File: config.mk
export PLATFORM = sky130hd
export DESIGN_NAME = col_rr_arbiter_flat
export DESIGN_NICKNAME = d
export VERILOG_FILES = /design/src/rtl/col_rr_arbiter_if.sv /design/src/rtl/col_rr_arbiter.sv /design/src/flat_wrapper.sv
export SDC_FILE = /design/constraint.sdc
export NUM_CORES = 1
export LEC_CHECK = 0
export ABC_AREA = 1
export CAP_MARGIN = 20
export CORE_MARGIN = 2
export CORE_UTILIZATION = 48
export DETAILED_ROUTE_END_ITERATION = 8
export PLACE_DENSITY_LB_ADDON = 0.08
export SETUP_SLACK_MARGIN = 0.5
export SYNTH_ARGS = -nofsm -noshare
export SYNTH_HDL_FRONTEND = slang
export SYNTH_SLANG_ARGS = --single-unit
File: constraint.sdc
create_clock -name clk -period 4.2 [get_ports clk]
set_input_delay 1.05 -clock clk [delete_from_list [all_inputs] [get_ports clk]]
set_output_delay 1.05 -clock clk [all_outputs]
set_load 0.02 [all_outputs]
File: src/rtl/col_rr_arbiter_if.sv
// Column-request / single-output channel bundle for col_rr_arbiter.
// master is the arbiter's view; slave is the view of the sources and the consumer.
interface col_rr_arbiter_if #(
    parameter int COLS = 4,
    parameter int DW   = 2
);
    localparam int IW = $clog2(COLS);

    logic [COLS-1:0]         ival;
    logic [COLS-1:0][DW-1:0] idata;
    logic [COLS-1:0]         iready;
    logic                    oval;
    logic [DW-1:0]           odata;
    logic [IW-1:0]           ocol;
    logic                    oready;

    modport master (
        input  ival, idata, oready,
        output iready, oval, odata, ocol
    );

    modport slave (
        output ival, idata, oready,
        input  iready, oval, odata, ocol
    );
endinterface

File: src/rtl/col_rr_arbiter.sv
// Round-robin arbiter sharing one registered output slot among COLS column requesters.
// The pointer names the highest-priority column and moves only past a granted column.
module col_rr_arbiter #(
    parameter int COLS = 4,
    parameter int DW   = 2
) (
    input  logic                  clk,
    input  logic                  rst,
    col_rr_arbiter_if.master      bus
);
    localparam int IW = $clog2(COLS);

    typedef enum logic {EMPTY, FULL} slot_t;

    slot_t           state, state_nxt;
    logic [IW-1:0]   ptr, ptr_nxt;
    logic [DW-1:0]   odata_q;
    logic [IW-1:0]   ocol_q;
    logic [COLS-1:0] grant;
    logic [IW-1:0]   sel;
    logic [IW:0]     idx;
    logic            found;
    logic            slot_free;

    always_comb begin
        state_nxt = state;
        ptr_nxt   = ptr;
        grant     = '0;
        sel       = '0;
        idx       = '0;
        found     = 1'b0;
        slot_free = (state == EMPTY) || bus.oready;
        // Scan starts at ptr and wraps modulo COLS; one extra bit keeps the sum exact for non-power-of-2 COLS.
        if (slot_free && !rst) begin
            for (int unsigned i = 0; i < COLS; i++) begin
                idx = {1'b0, ptr} + (IW+1)'(i);
                if (idx >= (IW+1)'(COLS)) begin
                    idx = idx - (IW+1)'(COLS);
                end
                if (!found && bus.ival[idx[IW-1:0]]) begin
                    found = 1'b1;
                    sel   = idx[IW-1:0];
                end
            end
        end
        if (found) begin
            grant[sel] = 1'b1;
            state_nxt  = FULL;
            ptr_nxt    = (sel == IW'(COLS - 1)) ? '0 : sel + 1'b1;
        end else if ((state == FULL) && bus.oready) begin
            state_nxt = EMPTY;
        end
    end

    always_ff @(posedge clk or posedge rst) begin
        if (rst) begin
            state   <= EMPTY;
            ptr     <= '0;
            odata_q <= '0;
            ocol_q  <= '0;
        end else begin
            state <= state_nxt;
            ptr   <= ptr_nxt;
            if (found) begin
                odata_q <= bus.idata[sel];
                ocol_q  <= sel;
            end
        end
    end

    assign bus.iready = grant;
    assign bus.oval   = (state == FULL);
    assign bus.odata  = odata_q;
    assign bus.ocol   = ocol_q;
endmodule

File: src/flat_wrapper.sv
// flat-port wrapper written by rule: the top's interface ports become plain ports
module col_rr_arbiter_flat 
#(
    parameter int COLS = 4,
    parameter int DW   = 2
)
  (clk, rst, bus_ival, bus_idata, bus_oready, bus_iready, bus_oval, bus_odata, bus_ocol);
  col_rr_arbiter_if #(.COLS(COLS), .DW(DW)) bus_i ();
  input  logic clk;
  input  logic rst;
  input wire logic [$bits(bus_i.ival)-1:0] bus_ival;
  input wire logic [$bits(bus_i.idata)-1:0] bus_idata;
  input wire logic [$bits(bus_i.oready)-1:0] bus_oready;
  output wire logic [$bits(bus_i.iready)-1:0] bus_iready;
  output wire logic [$bits(bus_i.oval)-1:0] bus_oval;
  output wire logic [$bits(bus_i.odata)-1:0] bus_odata;
  output wire logic [$bits(bus_i.ocol)-1:0] bus_ocol;
  assign bus_i.ival = bus_ival;
  assign bus_i.idata = bus_idata;
  assign bus_i.oready = bus_oready;
  assign bus_iready = bus_i.iready;
  assign bus_oval = bus_i.oval;
  assign bus_odata = bus_i.odata;
  assign bus_ocol = bus_i.ocol;
  col_rr_arbiter #(.COLS(COLS), .DW(DW)) u_core (.clk(clk), .rst(rst), .bus(bus_i));
endmodule
# --- Yosys cells after proc, flatten, opt, wreduce, memory -nomap -nowiden ---
# Cells that the tools add are included.
# W data, S select, Z words.
op_classes:
  add_sub_neg: 8
  n_mux: 37
  n_reduce_logical: 12
  bitwise: 1
  n_eq_ne: 1
  n_lt_le_gt_ge: 10
op_table:
  columns: ["operator", "n"]
  rows:
  - ["$mux W2", 15]
  - ["$lt A2 B3 Y1 const B", 5]
  - ["$mux W1", 15]
  - ["$ge A3 B3 Y1 const B", 3]
  - ["$bmux W1 S2", 4]
  - ["$sub A2 B1 Y2 const B", 4]
  - ["$add A2 B2 Y3 const B", 2]
  - ["$logic_and A1 B1 Y1", 6]
  - ["$bmux W2 S2", 1]
  - ["$logic_not A1 Y1", 4]
  - ["$mux W4", 1]
  - ["$add A2 B1 Y3 const B", 1]
  - ["$ge A2 B3 Y1 const B", 1]
  - ["$add A2 B1 Y2 const B", 1]
  - ["$demux W1 S2", 1]
  - ["$eq A2 B2 Y1 const B", 1]
  - ["$ge A2 B1 Y1 const B", 1]
  - ["$reduce_bool A2 Y1", 1]
  - ["$logic_or A1 B1 Y1", 1]
  - ["$not A1 Y1", 1]
totals:
  in_bits: 15
  output_inout_bits: 9
  reg_bits: 7
  elab_cells: 73

# --- Logic depth before layout (Yosys ltp) ---
depth:
  ltp_word: 25
  mapped_depth: 17

# --- Least setup slack after synthesis ---
# No wires, ideal clock.
synth_timing:
  kind: "input -> output"
  from: "in bus_ival[3]"
  to: "out bus_iready[0]"
  n_path_buf: 0
  t_required_ps: 3150
  stages: 12
  t_arrival_ps: 2271
  setup_slack_ps: 879
  cell_sequence: "inv_1 -> nand2_1 -> nand3_1 -> nand2_2 -> nor2_4 -> nand3_2 -> nand2_4 -> inv_6 -> nand2_8 -> ha_1 -> inv_1 -> nor2_1"
synth_via:
  elab_chain_cells: 21
synth_lines:
  columns: ["item", "line", "text"]
  rows:
  - ["from (decl)", "flat_wrapper.sv:11", "input wire logic [$bits(bus_i.ival)-1:0] bus_ival;"]
  - ["$bmux W1 S2", "col_rr_arbiter.sv:40", "if (!found && bus.ival[idx[IW-1:0]]) begin"]
  - ["$mux W1 (implied by the code)", "col_rr_arbiter.sv:40", null]
  - ["$mux W1", "col_rr_arbiter.sv:40", null]
  - ["$mux W1", "col_rr_arbiter.sv:34", "if (slot_free && !rst) begin"]
  - ["$logic_not A1 Y1", "col_rr_arbiter.sv:40", null]
  - ["$logic_and A1 B1 Y1", "col_rr_arbiter.sv:40", null]
  - ["$mux W1", "col_rr_arbiter.sv:40", null]
  - ["$mux W1", "col_rr_arbiter.sv:34", null]
  - ["[5 not listed]", null, null]
  - ["$logic_and A1 B1 Y1", "col_rr_arbiter.sv:40", null]
  - ["$mux W2", "col_rr_arbiter.sv:40", null]
  - ["$mux W2", "col_rr_arbiter.sv:34", null]
  - ["$lt A2 B3 Y1 (implied by the code) or $ge A2 B1 Y1 (tied branches)", "col_rr_arbiter.sv:47", "grant[sel] = 1'b1;"]
  - ["$logic_and A1 B1 Y1 (implied by the code)", "col_rr_arbiter.sv:47", null]
  - ["$mux W1 (implied by the code)", "col_rr_arbiter.sv:47", null]
  - ["$demux W1 S2", null, null]
  - ["$mux W4 *", "col_rr_arbiter.sv:46", "if (found) begin"]
  - ["to (decl)", "flat_wrapper.sv:14", "output wire logic [$bits(bus_i.iready)-1:0] bus_iready;"]
# Every way passes the cells marked *; elsewhere a longest branch is shown, timed or not. The select of a mux whose other input is x is not followed.

# --- Worst setup path in the final report ---
layout_timing:
  from: "in bus_oready"
  to: "out bus_iready[0]"
layout_via:
  elab_chain_cells: 8
layout_lines:
  columns: ["item", "line", "text"]
  rows:
  - ["from (decl)", "flat_wrapper.sv:13", "input wire logic [$bits(bus_i.oready)-1:0] bus_oready;"]
  - ["$logic_or A1 B1 Y1 *", "col_rr_arbiter.sv:32", "slot_free = (state == EMPTY) || bus.oready;"]
  - ["$logic_and A1 B1 Y1 *", "col_rr_arbiter.sv:34", null]
  - ["$mux W2", "col_rr_arbiter.sv:34", null]
  - ["$lt A2 B3 Y1 (implied by the code) or $ge A2 B1 Y1 (tied branches)", "col_rr_arbiter.sv:47", null]
  - ["$logic_and A1 B1 Y1 (implied by the code)", "col_rr_arbiter.sv:47", null]
  - ["$mux W1 (implied by the code)", "col_rr_arbiter.sv:47", null]
  - ["$demux W1 S2", null, null]
  - ["$mux W4 *", "col_rr_arbiter.sv:46", null]
# Every way passes the cells marked *; elsewhere a longest branch is shown, timed or not.

==> reports/qor.yml <==
place:
  hpwlAfterDp_um: 1270
  io_buffers: 23
  routabilityCongestion: 0.827
  dp_slack_ns: -0.00671
  placed_cell_area_sq_um: 1010
synth:
  synth_area_per_cell_sq_um: 6.11
  yosys_warnings: 0
  netlist_instances: 119
  synth_area_sq_um: 727
  ys_seq_elements: 7
  ys_seq_area_frac: 0.241
  syn-num-nets: 135
  synth_cell_types: 18
sta:
  hold_viol: 0
  skew_ns: 0.00333
  fin_crit_sh: 0.826
  rsz0062_at_grt: "no"
  max_freq_mhz: 288
  slew_violations: 0
  setup_viol: 0
  worst_pin_slew_ns: 0.460
  max-slew-margin-rel: 0.693
  finalWorstSetupSlack_ns: 0.732
  period_minus_slack_ns: 3.47
die:
  io_pins: 24
  die_w_um: 42.9
  rows: 14
  die_area_sq_um: 1840
  die_y_um: 42.9
  coreArea_sq_um: 1450
  start_util: 0.500
drt:
  first_pass_iters: 4
  drt_drc_violations_left: 0
  drt-initial-drc-count: 4
  drt_wl_total_um: 1740
  vias: 832
  viasPerCell: 4.92
  wire_per_inst_um: 10.3
  ant_nets: 0
critical_path:
  critPathKind: "input port to output pin"
  worstReg2RegStart: "u_core.ptr[0]$_DFFE_PP0P_"
  crit_required_ns: 3.15
  cp_max_fo: 5
  endpoint_kind: "output pin"
  cp-startpoint: "bus_oready"
  start_kind: "input port"
  crit_arrival_ns: 2.42
grt:
  grt.overflow.total: 0
  grt_pass1_wl_um: 2840
  first_global_vias: 736
  antenna_found_initial: 0
  grt_max_degree: 11
  track_usage: 0.198
min_path:
  hold_start: "u_core.bus.odata[0]$_DFFE_PP0P_"
  hold_path_class: "register to register"
job:
  maxCapViolCount: 0
final_layout:
  finalInstanceArea_sq_um: 1100
  drive_gt1_frac: 0.327
  syn_to_final_growth_pct: 51.1
  fillerInstances: 135
  nets: 170
  utilization: 0.756
  antenna_cells: 0
clocking:
  clk_latency_ns: 0.26
  clockRootBuffer: "clkbuf_4"
  cts_max_path_buffers: 2
  cts_made_buffers: 3
  clock_sinks: 7
  path_clk_slew_ns: 0.05
  htree_levels: 1
  cts_tree: "yes"
pwr:
  peakVddDrop_mv: 0.412
  power_leakage_nw: 0.652
  p_per_area_nw_per_um2: 743
run_status:
  status: "finished, final reports clean"
routing by layer:
metal  wire (um)  up-vias  global-route usage
li1            -      426                   -
met1         743      379               0.237
met2         897       25               0.348
met3          77        2              0.0255
met4          17        0              0.0813
met5           0        -                   0
cell families after synthesis:
logic type	share of synthesized area
buffers and inverters	0.133
adder cells (fa/ha/maj)	0.0172
AO/OA/AOI/OAI	0.0206
flip-flops	0.241
AND/OR/NAND/NOR	0.589
cell usage in the layout (no fill, tap or decap), types with 2 or more instances in the layout:
cell type	n
nand3_2	6
nand3_1	9
nor2_1	7
clkdlybuf4s50_1	15
clkbuf_4	3
inv_1	13
dlymetal6s2s_1	4
o21ai_0	2
buf_4	10
nand2_4	4
dfrtp_1	7
inv_2	5
nand2_2	14
nand2_1	43
inv_6	2
cells in the mapped netlist (all sizes together):
cell / instances / area share
a21oi: 1 / 0.0069
buf: 1 / 0.015
dfrtp: 7 / 0.24
ha: 1 / 0.017
inv: 20 / 0.12
nand2: 62 / 0.41
nand3: 15 / 0.11
nand3b: 1 / 0.010
nor2: 9 / 0.060
o21ai: 2 / 0.014
path summary, 6_finish.rpt:
check | endpoint | slack [ns] | depth (start not counted)
max | bus_iready[0] | 0.73 | 10
max in group asynchronous | u_core.bus.oval$_DFFE_PP0P_ | 2.94 | 2
min in group asynchronous | u_core.ptr[0]$_DFFE_PP0P_ | 1.05 | 2
max reg2reg | u_core.bus.odata[1]$_DFFE_PP0P_ | 2.16 | 15
min | u_core.bus.odata[0]$_DFFE_PP0P_ | 0.48 | 2
min reg2reg | u_core.bus.odata[0]$_DFFE_PP0P_ | 0.48 | 2
power breakdown:
group          internal [mW]  switching (mW)
combinational          0.260           0.356
sequential            0.0979          0.0377
clock                 0.0365          0.0282
worst max-delay path, cell delays in order:
cell,delay [ns]
clkdlybuf4s50_1,0.47
nor2_1,0.05
nor2_1,0.22
nand2_4,0.10
inv_6,0.08
nand2_8,0.05
ha_2,0.17
inv_1,0.04
nor2_1,0.04
buf_4,0.15
through the flow:
step / cells / hold WS, ns / power, mW / TNS, ns
6_report: 169 / 0.483 / 0.816 / 0
5_1_grt: 169 / 0.515 / 0.880 / 0
3_3_place_gp: 163 / 0.462 / 0.697 / 0
2_1_floorplan: 119 / 0.587 / 0.524 / 0
3_5_place_dp: 163 / 0.469 / 0.700 / -0.00671
4_1_cts: 169 / 0.484 / 0.790 / 0
flip-flops by register name, summed over array words and instances, names as in the netlist:
signal,flops
u_core.bus.oval,1
u_core.bus.ocol,2
u_core.ptr,2
u_core.bus.odata,2
what timing repair did:
item | 4_1_cts | 5_1_grt
pin swaps | 4 | 5
setup endpoints to repair | 4 | 4
resized for setup | 22 | 13
hold buffers | 0 | 0
buffers inserted | 2 | 0
cell type report:
class / count / area [sq um] / area share
Multi-Input combinational cell: 91 / 500 / 0.456
Clock buffer: 4 / 26.3 / 0.0239
Timing Repair Buffer: 31 / 292 / 0.265
Inverter: 20 / 85.1 / 0.0774
Sequential cell: 7 / 175 / 0.159
Tap cell: 16 / 20.0 / 0.0182
(Power assumes the default switching activity.)
==> RTL edit (same flow settings) <==
Make the reset (`rst`) synchronous in one clocked block.
--- a/src/rtl/col_rr_arbiter.sv
+++ b/src/rtl/col_rr_arbiter.sv
@@ -52,7 +52,7 @@
         end
     end
 
-    always_ff @(posedge clk or posedge rst) begin
+    always_ff @(posedge clk) begin
         if (rst) begin
             state   <= EMPTY;
             ptr     <= '0;
Function: differs if rst is asserted again (counterexample within 4 cycles, from zero or initial values and one cycle with rst high); with rst held inactive, the same outputs for 10 cycles.
==> RTL edit against the unedited design <==
- total power fell by 10%
- sequential cell count did not move
- count of clock-buffer cells in the layout did not move
- critical endpoint unchanged
- area after synthesis rose by 1.7%
- synthesized cell count rose by 7.6%
- routed wire length rose by 3.1%
- setup slack improved by 0.019 ns
- sequential share of layout area fell by 3.2 points
- first-iteration DRC count rose to 3.0 times the old value
- core utilization fell by 1.1 points
- final area fell by 0.23%
- via count rose by 1.2%
==> RTL edit: results (changes against the unedited design) <==
Setup path
  – FF-to-FF End: u_core.ptr[1]$_SDFFE_PP0P_
  – Reg2reg start: u_core.ptr[0]$_SDFFE_PP0P_
  – Worst path max stage delay: 0.17 ns (-0.30 ns)
  – Slowest cell on the critical path: ha_2
  – Cell family with the largest share of critical-path delay: simple AND/OR/NAND/NOR gates
  – FF-to-FF setup slack: 2.10 ns (-0.06 ns)
  – Arrival time worst endpoint: 2.40 ns (-0.02 ns)
  – Setup crit start: bus_ival[2]
  – FF-to-FF path depth: 13 (-2)

Min path
  – Hold_sp: u_core.bus.ocol[0]$_SDFFE_PP0P_
  – Hold path endpoint: u_core.bus.ocol[0]$_SDFFE_PP0P_

Finish
  – Fillers: 137 (+1.5%)
  – Final cell count without fillers: 177 (+4.7%)
  – Multi-input gate area: 509 um^2 (+1.7%)

Route
  – Met3 WL: 69 um (-10%)
  – Wl on met1: 766 um (+3.1%)
  – Metal2 WL: 927 um (+3.3%)
  – Detailed-route via count: 842 (+1.2%)
  – DR iter-0 viols: 12 (+8)
  – Detailed Route WL: 1.79 mm (+3.1%)

Clocking
  – CTS resizes: 17 (-23%)
  – # Post-CTS Setup Buffers: 0 (-2)

Outcome
  – Status: finished clean

Placed design
  – Area of placed instances: 1010 um^2 (+0.12%)
  – Gpl congestion: 0.873 (+5.6%)
  – Pre-CTS setup slack: -0.0292 ns (-0.0225 ns)
  – Inst Count DP: 170 (+4.3%)

Global routing
  – GR met3 Demand/Resource: 5.11% (+2.6 points)
  – GR Layer Usage met1: 25.1% (+1.4 points)
  – GRT met2 Usage: 37.6% (+2.8 points)
  – First-pass GRT wire length: 3.06 mm (+8.0%)

Timing
  – Clock skew: 0.00264 ns (-0.000696 ns)
  – Slew headroom: 62.0% (-7.4 points)

Yosys
  – Adder and majority gate portion of the synthesized area: 1.69% (-0.029 points)
  – Commonest cells in the netlist: 37 x nand2_1, 23 x inv_1, 18 x nand3_1
  – Cell variety after synth: 20 (+2)
  – Synth Net Count: 144 (+6.7%)
  – Mean post-synth cell area: 5.78 um^2 (-5.4%)
  – Primary FF master, synth: dfxtp_1

Power
  – Seq. pwr: 123 uW (-9.6%)
-- RTL edit: changes by cell type in the layout (fill, tap and decap cells not counted), sizes merged --
cell	delta
a211oi	+1
a21oi	+1
buf	+1
clkdlybuf4s15	-1
dfrtp	-7
dfxtp	+7
inv	+8
nand2	-11
nand3	+4
nand3b	-1
nor2	+5
o21bai	+1
-- RTL edit: final cells by class --
type	instances	share of cell area [%]
clock buffers	4	2.40
inverters	28	10.7
multi-input cells	91	46.5
flip-flops and latches	7	12.8
well taps	16	1.83
repair buffers	31	25.8
-- RTL edit: how the worst max path moves through the flow --
stage | cells past startpoint | end | slack, ns
6_report | 14 | bus_iready[0] | 0.75
5_1_grt | 14 | bus_iready[0] | 0.61
2_1_floorplan | 12 | bus_iready[0] | 0.89
4_1_cts | 14 | bus_iready[0] | 0.41
3_3_place_gp | 14 | bus_iready[0] | 0.02
3_5_place_dp | 14 | bus_iready[0] | -0.03
